## config.mk

```make
export PLATFORM = sky130hd
export DESIGN_NAME = clock_gen_multi
export DESIGN_NICKNAME = d
export VERILOG_FILES = /design/src/rtl/clock_gen_pkg.sv /design/src/rtl/clock_gen_channel.sv /design/src/rtl/clock_gen_multi.sv
export SDC_FILE = /design/constraint.sdc
export NUM_CORES = 1
export LEC_CHECK = 0
export BUFFER_PORTS_ARGS = -buffer_cell sky130_fd_sc_hd__buf_4
export CORE_ASPECT_RATIO = 1.2
export CORE_UTILIZATION = 48
export DETAILED_ROUTE_END_ITERATION = 10
export GPL_TIMING_DRIVEN = 0
export HOLD_SLACK_MARGIN = 0.05
export PLACE_DENSITY = 0.69
export SYNTH_ARGS = -nofsm -noshare
export SYNTH_HDL_FRONTEND = slang
export SYNTH_SLANG_ARGS = --single-unit
```

## constraint.sdc

```tcl
create_clock -name i_clk -period 6.4 [get_ports i_clk]
set_clock_uncertainty 0.2 [all_clocks]
set_input_delay 0.96 -clock i_clk [delete_from_list [all_inputs] [get_ports i_clk]]
set_output_delay 0.96 -clock i_clk [all_outputs]
set_load 0.01 [all_outputs]
```

## src/rtl/clock_gen_pkg.sv

```systemverilog
// Shared types and helpers for the multi-channel clock generator.
// The optional phase-offset feature is controlled by CLOCK_GEN_PHASE_EN
// (see clock_gen_channel / clock_gen_multi).
package clock_gen_pkg;

  // Default counter width; the modules carry their own CNT_WIDTH parameter.
  localparam int CLOCK_GEN_CNT_WIDTH = 8;
  localparam int CLOCK_GEN_N_CHANNELS = 4;

  typedef logic [CLOCK_GEN_CNT_WIDTH-1:0] cnt_t;

  typedef enum logic {
    MODE_TOGGLE = 1'b0,
    MODE_DUTY   = 1'b1
  } mode_e;

  // Number of high cycles in duty mode: ceil(k/2).
  function automatic int unsigned half_up(input int unsigned k);
    return (k + 1) >> 1;
  endfunction

endpackage

```

## src/rtl/clock_gen_channel.sv

```systemverilog
// One programmable clock channel: mod-k counter, reload shadow and
// registered clock / rollover outputs.
// Optional macro CLOCK_GEN_PHASE_EN adds phase_i: immediate reloads then
// start counting from phase_i reduced into 0..k-1.
module clock_gen_channel
  import clock_gen_pkg::*;
#(
  parameter int CNT_WIDTH = CLOCK_GEN_CNT_WIDTH
) (
  input  logic                 clk_i,
  input  logic                 srst_i,
  input  logic                 enable_i,
  input  logic                 load_i,
  input  logic [CNT_WIDTH-1:0] div_i,
  input  logic                 mode_i,
`ifdef CLOCK_GEN_PHASE_EN
  input  logic [CNT_WIDTH-1:0] phase_i,
`endif
  output logic                 clk_o,
  output logic                 roll_over_o
);

  localparam logic [CNT_WIDTH-1:0] ONE = {{(CNT_WIDTH-1){1'b0}}, 1'b1};

  logic [CNT_WIDTH-1:0] cnt_q, cnt_d;
  logic [CNT_WIDTH-1:0] k_act_q, k_act_d;
  mode_e                mode_act_q, mode_act_d;
  logic [CNT_WIDTH-1:0] shadow_k_q, shadow_k_d;
  mode_e                shadow_mode_q, shadow_mode_d;
  logic                 pend_q, pend_d;
  logic                 clk_q, clk_d;
  logic                 roll_q, roll_d;

  logic                 active;
  logic                 wrap;
  logic                 pend_eff;
  logic                 apply;
  logic [CNT_WIDTH-1:0] k_eff;
  mode_e                mode_eff;
  logic [CNT_WIDTH-1:0] half_eff;
  logic [CNT_WIDTH-1:0] start_cnt;

  // Next-state logic: counter, reload handshake and output clock rule.
  always_comb begin
    active = enable_i && (k_act_q != '0);
    wrap   = active && (cnt_q == (k_act_q - ONE));

    // A load on this edge counts as pending right now, so a load that
    // coincides with a wrap (or with an idle channel) applies immediately.
    shadow_k_d    = load_i ? div_i : shadow_k_q;
    shadow_mode_d = load_i ? mode_e'(mode_i) : shadow_mode_q;
    pend_eff      = load_i || pend_q;

    // Apply only at a period boundary, or when no period is running, so
    // a running period is never cut short or stretched.
    apply    = pend_eff && (wrap || !active);
    k_eff    = apply ? shadow_k_d : k_act_q;
    mode_eff = apply ? shadow_mode_d : mode_act_q;

    k_act_d    = k_eff;
    mode_act_d = mode_eff;
    pend_d     = pend_eff && !apply;

    half_eff = CNT_WIDTH'(half_up(32'(k_eff)));

`ifdef CLOCK_GEN_PHASE_EN
    // Reduce the requested phase into range with one compare-subtract;
    // anything still out of range is clamped to the last count.
    start_cnt = phase_i;
    if (k_eff == '0) begin
      start_cnt = '0;
    end else if (phase_i >= k_eff) begin
      start_cnt = phase_i - k_eff;
      if (start_cnt >= k_eff) begin
        start_cnt = k_eff - ONE;
      end
    end
`else
    start_cnt = '0;
`endif

    if (apply && !active) begin
      cnt_d = start_cnt;
    end else if (wrap) begin
      cnt_d = '0;
    end else if (active) begin
      cnt_d = cnt_q + ONE;
    end else begin
      cnt_d = cnt_q;
    end

    roll_d = wrap;

    // Toggle mode flips only on a wrap; duty mode re-evaluates whenever the
    // channel counts or a new setting is applied. k=0 leaves the clock held.
    clk_d = clk_q;
    if (mode_eff == MODE_TOGGLE) begin
      if (wrap) begin
        clk_d = ~clk_q;
      end
    end else if ((k_eff != '0) && (active || apply)) begin
      clk_d = (cnt_d < half_eff);
    end
  end

  // State registers with synchronous reset; reset wins over load/enable.
  always_ff @(posedge clk_i) begin
    if (srst_i) begin
      cnt_q         <= '0;
      k_act_q       <= '0;
      mode_act_q    <= MODE_TOGGLE;
      shadow_k_q    <= '0;
      shadow_mode_q <= MODE_TOGGLE;
      pend_q        <= 1'b0;
      clk_q         <= 1'b1;
      roll_q        <= 1'b0;
    end else begin
      cnt_q         <= cnt_d;
      k_act_q       <= k_act_d;
      mode_act_q    <= mode_act_d;
      shadow_k_q    <= shadow_k_d;
      shadow_mode_q <= shadow_mode_d;
      pend_q        <= pend_d;
      clk_q         <= clk_d;
      roll_q        <= roll_d;
    end
  end

  assign clk_o       = clk_q;
  assign roll_over_o = roll_q;

endmodule

```

## src/rtl/clock_gen_multi.sv

```systemverilog
// N-channel programmable clock generator. Each channel is an independent
// clock_gen_channel fed from its slice of the packed configuration buses.
// Optional macro CLOCK_GEN_PHASE_EN adds the i_phase port (per-channel
// start count on immediate reloads).
module clock_gen_multi
  import clock_gen_pkg::*;
#(
  parameter int N_CHANNELS = CLOCK_GEN_N_CHANNELS,
  parameter int CNT_WIDTH  = CLOCK_GEN_CNT_WIDTH
) (
  input  logic                            i_clk,
  input  logic                            i_reset,
  input  logic [N_CHANNELS-1:0]           i_enable,
  input  logic [N_CHANNELS-1:0]           i_load,
  input  logic [N_CHANNELS*CNT_WIDTH-1:0] i_div,
  input  logic [N_CHANNELS-1:0]           i_mode,
`ifdef CLOCK_GEN_PHASE_EN
  input  logic [N_CHANNELS*CNT_WIDTH-1:0] i_phase,
`endif
  output logic [N_CHANNELS-1:0]           o_clk,
  output logic [N_CHANNELS-1:0]           o_roll_over
);

  for (genvar gi = 0; gi < N_CHANNELS; gi++) begin : g_ch
    clock_gen_channel #(
      .CNT_WIDTH (CNT_WIDTH)
    ) u_channel (
      .clk_i       (i_clk),
      .srst_i      (i_reset),
      .enable_i    (i_enable[gi]),
      .load_i      (i_load[gi]),
      .div_i       (i_div[gi*CNT_WIDTH +: CNT_WIDTH]),
      .mode_i      (i_mode[gi]),
`ifdef CLOCK_GEN_PHASE_EN
      .phase_i     (i_phase[gi*CNT_WIDTH +: CNT_WIDTH]),
`endif
      .clk_o       (o_clk[gi]),
      .roll_over_o (o_roll_over[gi])
    );
  end

endmodule

```

==> metrics.txt <==
register area share after synthesis=29.5%; Rows=50; final hold violations=0; remaining global-route overflow=0; Net Sw Frac=31.4%; vias in the first global route=7056; Die Ht=142 um; Crit path max-delay family=compound AO/OA/AOI/OAI gates; startpoint type of the worst setup path=flop; FF+latch count, synth=116; WS Path Type=reg -> reg; Vias=7280; Slew Limit Fails=0; Peak Freq=178 MHz; Synth Instances=975; Min-Delay Path Class=reg -> reg; # DRC=0; Reg clk slew, reported paths=0.06 ns; RSZ-0062 raised after global routing=false; initial antenna violation count=0; Arrival @ worst endpoint=5.72 ns; global placement routability congestion=0.859; Die Wd=119 um; Skew-Pair Late Insertion Delay=0.43 ns; commonest cells after routing, fill and taps aside=143 x nor2_1, 116 x dfxtp_1, 57 x buf_4; area leader, netlist=dfxtp_1; Ant. Diodes=0; Worst Path Max Fanout=10; Syn. warnings=0; Root Driver=clkbuf_16; required time of the worst setup path=6.52 ns; area share of the largest cell type after synthesis=29.5%; Antenna Violating Nets Remaining=0; Net Sw Power=763 uW; Clk pwr share=42.8%; Storage cell area=2320 um2; most common cell after layout, fill and taps aside=nor2_1; number of CTS-inserted buffers=17; final worst path period share=87.6%; Slowest Stage Delay on Critical Path=0.41 ns; crit-path cells=clkbuf_1 > inv_1 > ha_1 > clkbuf_1 > o21ba_2 > a221oi_1 > nor2_1 > nor3_1 > o21ai_0 > clkbuf_1 > buf_2 > a22oi_1 > inv_1 > ha_1 > nor2b_1 > xnor2_1 > o21ai_0 > ha_1 > a21oi_1 > nand2_1 > nor4b_1 > a31o_2 > a221oi_1 > a21oi_1; buffer depth of the longest clock path=2; Core Box Area=15800 um2; Tmin final=5.60 ns; Post-CTS Setup Bufs=0; Hold Buf Count CTS=0; combinational share of power=24.2%; setup TNS=0 ns; ys async rst share=0%; Starting Density=49.7%; 1st-pass router iterations=5; first-pass GRT wire length=34200 um; Post-synth EDFFs=0; vias per cell=5.76; run status=complete, no violations; WL final=20500 um; post-DP HPWL=15200 um; Avg WL per Cell=16.2 um; Layout fillers=1496; initial DRC count=437; I/O Buffers=49; area of the multi-input gates=5160 um2; largest net degree at the start of global routing=17; io pins=54; H-Tree Depth=4; Final nets=1133; Internal=1670 uW; CTS tree=done; Tot GR Track Use=25.5%; Flop pwr share=33.0%; Post-synth top flop=dfxtp_1; count of final setup violators=0; Setup crit end kind=flop; Clock Sinks=116; Avg Cell Area, Syn=8.07 um2; PwrDens=266 nW/um2; share of layout cells above drive strength 1=12.1%; peak supply drop=0.167 mV; Pleak=0.00386 uW; WHS=0.327 ns; Worst Path Buf+Inv=6; Slew @ Worst Pin=0.830 ns; largest cells by area after synthesis=dfxtp_1 30%, ha_1 7.0%, nor2_1 6.8%; synth-to-layout area growth=16.1%; post-CTS sizing=0; Synth cell types=75; Synthesized Nets=1065; MaxCap Viol Count=0; die area=16900 um2; Slew headroom=44.4%; CP max stage cell=nor3_1; Mapped Area=7870 um2
registers in the layout, indices dropped and copies added, names as in the netlist:
| register | count |
|---|---|
| g_ch.u_channel.k_act_q | 32 |
| g_ch.u_channel.mode_act_q | 4 |
| g_ch.u_channel.roll_over_o | 4 |
| g_ch.u_channel.shadow_k_q | 32 |
| g_ch.u_channel.pend_q | 4 |
| g_ch.u_channel.clk_o | 4 |
| g_ch.u_channel.cnt_q | 32 |
| g_ch.u_channel.shadow_mode_q | 4 |
cells by family (layout without fill, tap and decap cells):
group / count (synthesis) / count (layout) / synth area share [%]
multiplexers: 60 / 60 / 7.96
adder cells (fa/ha/maj): 44 / 44 / 7.00
flip-flops: 116 / 116 / 29.5
AND/OR/NAND/NOR: 405 / 405 / 25.5
buffers and inverters: 92 / 173 / 4.93
AO/OA/AOI/OAI: 172 / 172 / 15.5
XOR/XNOR: 86 / 86 / 9.57
cell type report:
| cell class | count | share of cell area, % |
|---|---|---|
| multi-input combinational | 767 | 56.5 |
| sequential | 116 | 25.4 |
| clock buffer | 18 | 4.81 |
| timing repair buffer | 49 | 4.03 |
| buffer | 64 | 3.09 |
| tap | 208 | 2.85 |
| clock inverter | 14 | 2.19 |
| inverter | 28 | 1.15 |
cells in the mapped netlist (5+ instances only):
library cell,instances
nor2b_1,30
or3_1,11
or4_1,7
nor3_1,52
nor4_1,10
inv_1,28
a211oi_1,11
o211ai_1,5
buf_4,8
nand2_1,53
clkbuf_1,48
ha_1,44
a22o_1,10
a32oi_1,7
nand4_1,17
o31ai_1,5
xor2_1,49
a21o_1,10
mux2_2,12
xnor2_1,37
and4_1,6
nand3_1,28
nor2_1,143
or2_2,7
a22oi_1,8
a31oi_1,8
dfxtp_1,116
o21ai_0,24
mux2i_1,44
and3_1,17
a21oi_1,34
final timing paths:
path	start	to	slack, ns	cells after the start
min	g_ch[1].u_channel.mode_act_q$_SDFF_PP0_	g_ch[1].u_channel.mode_act_q$_SDFF_PP0_	0.33	2
max	g_ch[3].u_channel.k_act_q[0]$_SDFF_PP0_	g_ch[3].u_channel.clk_o$_SDFFE_PP1P_	0.80	24
max reg2reg	g_ch[3].u_channel.k_act_q[0]$_SDFF_PP0_	g_ch[3].u_channel.clk_o$_SDFFE_PP1P_	0.80	24
min reg2reg	g_ch[1].u_channel.mode_act_q$_SDFF_PP0_	g_ch[1].u_channel.mode_act_q$_SDFF_PP0_	0.33	2
metal layers:
layer / wire [um] / GRT usage [%] / share of wire (%)
met5: 0 / 0 / 0
met4: 591 / 13.1 / 2.9
met3: 725 / 3.37 / 3.5
met2: 9960 / 43.3 / 48
met1: 9260 / 31.7 / 45
per-stage QoR:
stage / setup slack (ns) / cell area (um2) / cells / util, % / total power, uW
2_1_floorplan: 1.79 / 7870 / 975 / - / 1240
5_1_grt: 0.276 / 9140 / 1264 / 57.7 / 2540
3_5_place_dp: 0.914 / 8500 / 1232 / 53.7 / 1400
3_3_place_gp: 0.936 / 8500 / 1232 / 53.7 / 1390
4_1_cts: 0.859 / 9140 / 1264 / 57.7 / 2430
6_report: 0.797 / 9140 / 1264 / 57.7 / 2430
worst register-to-register path: cells and delay by family (launching register included):
family	cells	cell delay, ns
flops	1	0.30
xor+xnor	1	0.13
buf+inv	6	1.18
compound gates	9	2.12
fa+ha+maj	3	0.68
simple gates	5	0.89
power groups by stage:
stage / sequential (uW) / combinational [uW] / clock (uW)
2_1_floorplan: 806 / 438 / 0
4_1_cts: 801 / 585 / 1050
3_3_place_gp: 816 / 573 / 0
6_report: 803 / 588 / 1040
5_1_grt: 808 / 654 / 1080
3_5_place_dp: 817 / 579 / 0
No activity file was read; power rests on OpenSTA's default activity.
